## src/rtl/qspi_tx_pkg.sv

```systemverilog
// qspi_tx_pkg: shared definitions for the quad-SPI command transmitter.
//   qspi_tx_state_t : transmitter FSM state encoding
//   CRC8_POLY/INIT  : CRC-8 trailer parameters (poly 0x07, MSB-first)
//   crc8_byte()     : folds one byte into a running CRC-8
package qspi_tx_pkg;

    typedef enum logic [2:0] {
        ST_IDLE  = 3'd0,
        ST_SETUP = 3'd1,
        ST_HIGH  = 3'd2,
        ST_LOW   = 3'd3,
        ST_NEXT  = 3'd4,
        ST_HOLD  = 3'd5,
        ST_GAP   = 3'd6
    } qspi_tx_state_t;

    localparam logic [7:0] CRC8_POLY = 8'h07;
    localparam logic [7:0] CRC8_INIT = 8'h00;

    function automatic logic [7:0] crc8_byte(input logic [7:0] data, input logic [7:0] crc_in);
        logic [7:0] c;
        c = crc_in ^ data;
        for (int i = 0; i < 8; i++) begin
            if (c[7]) begin
                c = {c[6:0], 1'b0} ^ CRC8_POLY;
            end else begin
                c = {c[6:0], 1'b0};
            end
        end
        return c;
    endfunction

endpackage

```

## src/rtl/qspi_cmd_tx_crc8_step.sv

```systemverilog
// crc8_step: combinational CRC-8 update, one byte per evaluation.
//   data    in  8  payload byte
//   crc_in  in  8  running CRC before this byte
//   crc_out out 8  running CRC after this byte
// Only present when QSPI_CMD_TX_CRC_EN is defined, the only build that uses it.
`ifdef QSPI_CMD_TX_CRC_EN
module crc8_step
    import qspi_tx_pkg::*;
(
    input  logic [7:0] data,
    input  logic [7:0] crc_in,
    output logic [7:0] crc_out
);

    assign crc_out = crc8_byte(data, crc_in);

endmodule
`endif

```

## src/rtl/qspi_cmd_tx.sv

```systemverilog
// qspi_cmd_tx: quad-SPI command transmitter (link initiator, SPI mode 0).
// Serialises a byte stream into CS_n-framed nibble transfers, high nibble
// first, one CS_n-low window per packet delimited by s_last.
//   clk, rst             clock / asynchronous active-low reset
//   s_data/valid/last    byte stream in; s_ready accepts (decoded from state)
//   sck, CS_n            SPI clock (idle low) and chip select (active low)
//   spi_io_o, spi_io_oe  nibble and its tristate enable
//   busy, frame_done     not-idle flag; one-cycle pulse on CS_n rise
// Build option: QSPI_CMD_TX_CRC_EN appends a CRC-8 byte to every frame.
module qspi_cmd_tx
    import qspi_tx_pkg::*;
#(
    parameter int CLK_DIV  = 2,
    parameter int CS_SETUP = 2,
    parameter int CS_HOLD  = 2,
    parameter int GAP      = 4
) (
    input  logic       clk,
    input  logic       rst,
    input  logic [7:0] s_data,
    input  logic       s_valid,
    input  logic       s_last,
    output logic       s_ready,
    output logic       sck,
    output logic       CS_n,
    output logic [3:0] spi_io_o,
    output logic       spi_io_oe,
    output logic       busy,
    output logic       frame_done
);

    // Phase counters load N-1 and leave the phase when they read zero.
    localparam logic [7:0] DIV_LD   = 8'(CLK_DIV - 1);
    localparam logic [7:0] SETUP_LD = 8'(CS_SETUP - 1);
    localparam logic [7:0] HOLD_LD  = 8'(CS_HOLD - 1);
    localparam logic [7:0] GAP_LD   = 8'(GAP - 1);

    qspi_tx_state_t state_r, state_s;
    logic [7:0] cnt_r, cnt_s;
    logic [7:0] byte_r, byte_s;
    logic       last_r, last_s;
    logic       nib_hi_r, nib_hi_s;
    logic       sck_r, sck_s;
    logic       cs_n_r, cs_n_s;
    logic [3:0] io_r, io_s;
    logic       oe_r, oe_s;
    logic       done_r, done_s;
    logic       busy_r, busy_s;

`ifdef QSPI_CMD_TX_CRC_EN
    logic [7:0] crc_r, crc_s, crc_seed_s, crc_next_s;
    logic       crc_sent_r, crc_sent_s;

    // A byte accepted from IDLE starts a new frame, so it seeds from init.
    assign crc_seed_s = (state_r == ST_IDLE) ? CRC8_INIT : crc_r;

    crc8_step u_crc8_step (
        .data    (s_data),
        .crc_in  (crc_seed_s),
        .crc_out (crc_next_s)
    );
`endif

    // s_ready is gated by rst so it reads 0 while reset is held.
    assign s_ready    = rst & ((state_r == ST_IDLE) | (state_r == ST_NEXT));
    assign sck        = sck_r;
    assign CS_n       = cs_n_r;
    assign spi_io_o   = io_r;
    assign spi_io_oe  = oe_r;
    assign busy       = busy_r;
    assign frame_done = done_r;

    // Next-state and next-output decode for the framing FSM.
    always_comb begin
        state_s  = state_r;
        cnt_s    = cnt_r;
        byte_s   = byte_r;
        last_s   = last_r;
        nib_hi_s = nib_hi_r;
        sck_s    = sck_r;
        cs_n_s   = cs_n_r;
        io_s     = io_r;
        oe_s     = oe_r;
        done_s   = 1'b0;
`ifdef QSPI_CMD_TX_CRC_EN
        crc_s      = crc_r;
        crc_sent_s = crc_sent_r;
`endif
        case (state_r)
            ST_IDLE: begin
                if (s_valid) begin
                    byte_s   = s_data;
                    last_s   = s_last;
                    nib_hi_s = 1'b1;
                    cs_n_s   = 1'b0;
                    oe_s     = 1'b1;
                    io_s     = s_data[7:4];
                    cnt_s    = SETUP_LD;
                    state_s  = ST_SETUP;
`ifdef QSPI_CMD_TX_CRC_EN
                    crc_s      = crc_next_s;
                    crc_sent_s = 1'b0;
`endif
                end else begin
                    state_s = ST_IDLE;
                end
            end
            ST_SETUP: begin
                if (cnt_r == 8'd0) begin
                    sck_s   = 1'b1;
                    cnt_s   = DIV_LD;
                    state_s = ST_HIGH;
                end else begin
                    cnt_s = cnt_r - 8'd1;
                end
            end
            ST_HIGH: begin
                if (cnt_r != 8'd0) begin
                    cnt_s = cnt_r - 8'd1;
                end else if (nib_hi_r) begin
                    sck_s    = 1'b0;
                    io_s     = byte_r[3:0];
                    nib_hi_s = 1'b0;
                    cnt_s    = DIV_LD;
                    state_s  = ST_LOW;
                end else if (!last_r) begin
                    sck_s   = 1'b0;
                    state_s = ST_NEXT;
`ifdef QSPI_CMD_TX_CRC_EN
                end else if (!crc_sent_r) begin
                    // Trailer byte: reuse the byte buffer for the CRC.
                    sck_s      = 1'b0;
                    byte_s     = crc_r;
                    io_s       = crc_r[7:4];
                    nib_hi_s   = 1'b1;
                    crc_sent_s = 1'b1;
                    cnt_s      = DIV_LD;
                    state_s    = ST_LOW;
`endif
                end else begin
                    sck_s   = 1'b0;
                    cnt_s   = HOLD_LD;
                    state_s = ST_HOLD;
                end
            end
            ST_LOW: begin
                if (cnt_r == 8'd0) begin
                    sck_s   = 1'b1;
                    cnt_s   = DIV_LD;
                    state_s = ST_HIGH;
                end else begin
                    cnt_s = cnt_r - 8'd1;
                end
            end
            ST_NEXT: begin
                if (s_valid) begin
                    byte_s   = s_data;
                    last_s   = s_last;
                    nib_hi_s = 1'b1;
                    io_s     = s_data[7:4];
                    cnt_s    = DIV_LD;
                    state_s  = ST_LOW;
`ifdef QSPI_CMD_TX_CRC_EN
                    crc_s = crc_next_s;
`endif
                end else begin
                    state_s = ST_NEXT;
                end
            end
            ST_HOLD: begin
                if (cnt_r == 8'd0) begin
                    cs_n_s  = 1'b1;
                    oe_s    = 1'b0;
                    io_s    = 4'd0;
                    done_s  = 1'b1;
                    cnt_s   = GAP_LD;
                    state_s = ST_GAP;
                end else begin
                    cnt_s = cnt_r - 8'd1;
                end
            end
            ST_GAP: begin
                if (cnt_r == 8'd0) begin
                    state_s = ST_IDLE;
                end else begin
                    cnt_s = cnt_r - 8'd1;
                end
            end
            default: begin
                sck_s   = 1'b0;
                cs_n_s  = 1'b1;
                oe_s    = 1'b0;
                io_s    = 4'd0;
                state_s = ST_IDLE;
            end
        endcase
        busy_s = (state_s != ST_IDLE);
    end

    // State, phase counter, byte buffer and registered pin drivers.
    always_ff @(posedge clk or negedge rst) begin
        if (!rst) begin
            state_r  <= ST_IDLE;
            cnt_r    <= 8'd0;
            byte_r   <= 8'd0;
            last_r   <= 1'b0;
            nib_hi_r <= 1'b0;
            sck_r    <= 1'b0;
            cs_n_r   <= 1'b1;
            io_r     <= 4'd0;
            oe_r     <= 1'b0;
            done_r   <= 1'b0;
            busy_r   <= 1'b0;
        end else begin
            state_r  <= state_s;
            cnt_r    <= cnt_s;
            byte_r   <= byte_s;
            last_r   <= last_s;
            nib_hi_r <= nib_hi_s;
            sck_r    <= sck_s;
            cs_n_r   <= cs_n_s;
            io_r     <= io_s;
            oe_r     <= oe_s;
            done_r   <= done_s;
            busy_r   <= busy_s;
        end
    end

`ifdef QSPI_CMD_TX_CRC_EN
    // Running CRC of the current frame and trailer-sent flag.
    always_ff @(posedge clk or negedge rst) begin
        if (!rst) begin
            crc_r      <= CRC8_INIT;
            crc_sent_r <= 1'b0;
        end else begin
            crc_r      <= crc_s;
            crc_sent_r <= crc_sent_s;
        end
    end
`endif

endmodule

```

## config.mk

```make
export PLATFORM = sky130hd
export DESIGN_NAME = qspi_cmd_tx
export DESIGN_NICKNAME = d
export VERILOG_FILES = /design/src/rtl/qspi_tx_pkg.sv /design/src/rtl/qspi_cmd_tx_crc8_step.sv /design/src/rtl/qspi_cmd_tx.sv
export SDC_FILE = /design/constraint.sdc
export NUM_CORES = 1
export LEC_CHECK = 0
export ABC_CLOCK_PERIOD_IN_PS = 3700
export BUFFER_PORTS_ARGS = -buffer_cell sky130_fd_sc_hd__buf_2
export CORE_MARGIN = 1.5
export CORE_UTILIZATION = 59
export CTS_CLUSTER_SIZE = 14
export DETAILED_ROUTE_END_ITERATION = 10
export GPL_TIMING_DRIVEN = 0
export PLACE_DENSITY = 0.84
export REMOVE_ABC_BUFFERS = 1
export SLEW_MARGIN = 25
export SYNTH_ARGS = -nofsm -noshare
export SYNTH_HDL_FRONTEND = slang
export SYNTH_SLANG_ARGS = --single-unit
```

## constraint.sdc

```tcl
create_clock -name clk -period 3.7 [get_ports clk]
set_input_delay 0.185 -clock clk [delete_from_list [all_inputs] [get_ports clk]]
set_output_delay 0.185 -clock clk [all_outputs]
set_load 0.05 [all_outputs]
```

==> results.py <==
metrics = {
    "detailed_routing": {
        "wl_per_cell_um": 16.3,
        "detail_route.first_pass.iterations": 5,
        "drc": 0,
        "vias": 1143,
        "drt-total-wl_um": 2960,
        "ant_nets": 0,
        "drtIter0Drc": 30,
        "vias_per_cell": 6.31,
    },
    "place": {
        "dp_cells": 176,
        "gp_congestion": 0.820,
        "io_buffers": 21,
        "postPlaceCellArea_um2": 1510,
        "dp_hpwl_um": 2110,
    },
    "clock_tree": {
        "cts-root-buf": "clkbuf_4",
        "cts.sink_count": 26,
        "tritoncts": "built",
        "path_clk_slew_ns": 0.14,
        "cts_buffers": 3,
        "htreeDepth": 1,
        "post_cts_resized": 0,
        "clock_path_buffers": 2,
        "clk_latency_ns": 0.33,
    },
    "logic_synthesis": {
        "synth_cell_type_count": 42,
        "synth_warnings": 0,
        "synthAdderAreaFrac_pct": 1.78,
        "yosys.area.top_type_share_pct": 44.6,
        "synth_edf_count": 0,
        "synth_xor_area_share_pct": 0,
        "syn-cell-area_um2": 1400,
        "avgSynthCellArea_um2": 10.5,
        "ys_ff_latch": 26,
        "yosys-top-cells-area": "dfrtp_1, mux2_2, nand2_1",
        "synth_compound_area_share_pct": 21.3,
        "yosys.area_share.simple_pct": 17.6,
        "syn_inst": 133,
        "synth.area.mux_share_pct": 9.81,
        "synthArstFlopShare_pct": 100,
        "synth_top_area_cell": "dfrtp_1",
        "synth_ff_type": "dfrtp_1",
        "synth_top_family_by_area": "compound AO/OA/AOI/OAI gates",
        "synth-seq-area-share_pct": 46.5,
    },
    "layout": {
        "stdcell_area_um2": 1570,
        "nNetsFinal": 168,
        "antenna_cells": 0,
        "fin_cells": 181,
        "areaGrowthSynthToFinish_pct": 12.2,
        "drive_above_1_share_pct": 27.5,
    },
    "floorplan": {
        "io-pin-count": 22,
        "dieArea_um2": 2680,
        "die_w_um": 51.8,
        "rows": 17,
        "die_y_um": 51.8,
        "initial_core_util_pct": 62.8,
        "core_area_um2": 2230,
    },
    "grt": {
        "grt_usage_pct": 25.4,
        "antenna_found_initial": 0,
        "grt_overflow_total": 0,
        "grt_pass1_vias": 1079,
        "grt_max_degree": 28,
        "grt_pass1_wl_um": 4920,
    },
    "critical_path": {
        "endpoint_kind": "register",
        "worstPathRequired_ns": 3.93,
        "critPathMaxFanout": 10,
        "cp.arrival_ns": 2.99,
        "path_class": "reg2reg",
        "worstSetupStartpointType": "register",
    },
    "timing": {
        "rsz0062_at_grt": "no",
        "period_share_pct": 74.6,
        "tns_ns": 0,
        "clock_skew_ns": 0.00316,
        "hold_slack_ns": 0.0725,
        "slew_violations": 0,
        "setup_viol_count_final": 0,
        "final-hold-violation-count": 0,
        "relSlewSlack_pct": 40.6,
        "clock.fmax_mhz": 362,
        "worst_pin_slew_ns": 0.887,
        "min_period_ns": 2.76,
    },
    "pwr": {
        "power_frac_seq_pct": 35.8,
        "p_per_area_nw_per_um2": 942,
        "power.leakage_nw": 0.703,
        "irDropWorstVdd_mv": 0.548,
        "pwr-share-comb_pct": 50.8,
        "switchingPower_mw": 0.672,
        "clkPwrFrac_pct": 13.4,
        "p_int_mw": 0.811,
        "switching_share_pct": 45.3,
    },
    "run_status": {
        "outcome": "finished clean",
    },
    "worst_hold_path": {
        "hold_path.class": "in2reg",
    },
    "job": {
        "cap_viol_max_count": 0,
    },
}
==> critical path, cell delays in order (launching register included) <==
cell	delay, ns
dfrtp_1	0.42
inv_1	0.11
ha_1	0.18
nor3b_1	0.52
nand2_1	0.29
a211o_1	0.46
or2_1	0.35
mux2_4	0.32
==> routing by layer <==
layer  up-vias  share of wire [%]  track usage, %
met5         -                  0               0
met4         0                1.7            14.9
met1       555                 43            31.4
li1        538                  -               -
met2        46                 50            42.3
met3         4                5.0            3.45
==> kinds of logic after synthesis <==
| family | Yosys count |
|---|---|
| buffers and inverters | 9 |
| AOI/OAI and AO/OA | 39 |
| DFF | 26 |
| and+or+nand+nor | 45 |
| muxes | 12 |
| adders and majority gates | 2 |
==> flip-flops by register name (all words and copies together), names as in the netlist <==
register and cells:
byte_r 4, sck 1, CS_n 1, busy 1, state_r 3, cnt_r 8, last_r 1, spi_io_oe 1
frame_done 1, nib_hi_r 1, spi_io_o 4
==> layout by cell type (no fill, tap or decap), types with 2 or more instances in the layout <==
| cell type | count |
|---|---|
| nand2b_1 | 3 |
| a32o_1 | 3 |
| o2bb2ai_1 | 2 |
| clkbuf_4 | 3 |
| nor4_1 | 2 |
| ha_1 | 2 |
| nor2_1 | 14 |
| nor3b_1 | 2 |
| a22o_1 | 5 |
| nand2_1 | 14 |
| buf_2 | 21 |
| mux2_2 | 10 |
| a21oi_1 | 4 |
| dfrtp_1 | 25 |
| inv_1 | 3 |
| o21ai_0 | 8 |
| nand3b_1 | 2 |
| o22ai_1 | 4 |
| and2_1 | 2 |
==> what timing repair did <==
action	4_1_cts	5_1_grt
endpoints found under the hold margin	25	0
buffers inserted	0	0
hold buffers	1	0
==> final timing paths <==
| kind | cells past startpoint | from | to | slack, ns |
|---|---|---|---|---|
| max in group asynchronous | 2 | rst | cnt_r[5]$_DFFE_PN0P_ | 2.95 |
| max reg2reg | 7 | cnt_r[0]$_DFFE_PN0P_ | cnt_r[0]$_DFFE_PN0P_ | 0.94 |
| min | 2 | s_last | last_r$_DFFE_PN0P_ | 0.07 |
| min reg2reg | 2 | sck$_DFFE_PN0P_ | sck$_DFFE_PN0P_ | 0.52 |
| max | 7 | cnt_r[0]$_DFFE_PN0P_ | cnt_r[0]$_DFFE_PN0P_ | 0.94 |
| min in group asynchronous | 2 | rst | cnt_r[4]$_DFFE_PN0P_ | 0.36 |
==> area by class of cell <==
cell class                      count  area, um2
Clock buffer                        3       22.5
Multi-Input combinational cell     98        708
Timing Repair Buffer               22        115
Tap cell                           28       35.0
Sequential cell                    26        652
Clock inverter                      1       30.0
Fill cell                         175        659
Inverter                            3       11.3
==> synth_stat cells (all sizes together) (2+ instances only) <==
cell / instances
dfrtp: 25
nand2: 14
nor2: 14
mux2: 11
o21ai: 9
a22o: 5
a21oi: 4
clkbuf: 4
o22ai: 4
a32o: 3
inv: 3
nand2b: 3
nor4: 3
and2: 2
buf: 2
ha: 2
nand3b: 2
nor3b: 2
o2bb2ai: 2
==> power by group through the flow <==
stage / sequential, mW / combinational, mW / clock [mW]
2_1_floorplan: 0.636 / 0.466 / 0
3_3_place_gp: 0.521 / 0.710 / 0
3_5_place_dp: 0.533 / 0.749 / 0
4_1_cts: 0.527 / 0.750 / 0.201
5_1_grt: 0.550 / 0.819 / 0.207
6_report: 0.531 / 0.753 / 0.198
==> per-stage QoR <==
step                setup slack [ns]  utilization [%]  power [mW]
floorplan                       1.35                -        1.10
global placement                1.08             67.7        1.23
detailed placement             0.982             67.7        1.28
CTS                            0.977             70.5        1.48
global route                   0.804             70.5        1.58
finish                         0.941             70.5        1.48
Note: power is estimated with default switching activity, not from simulation.
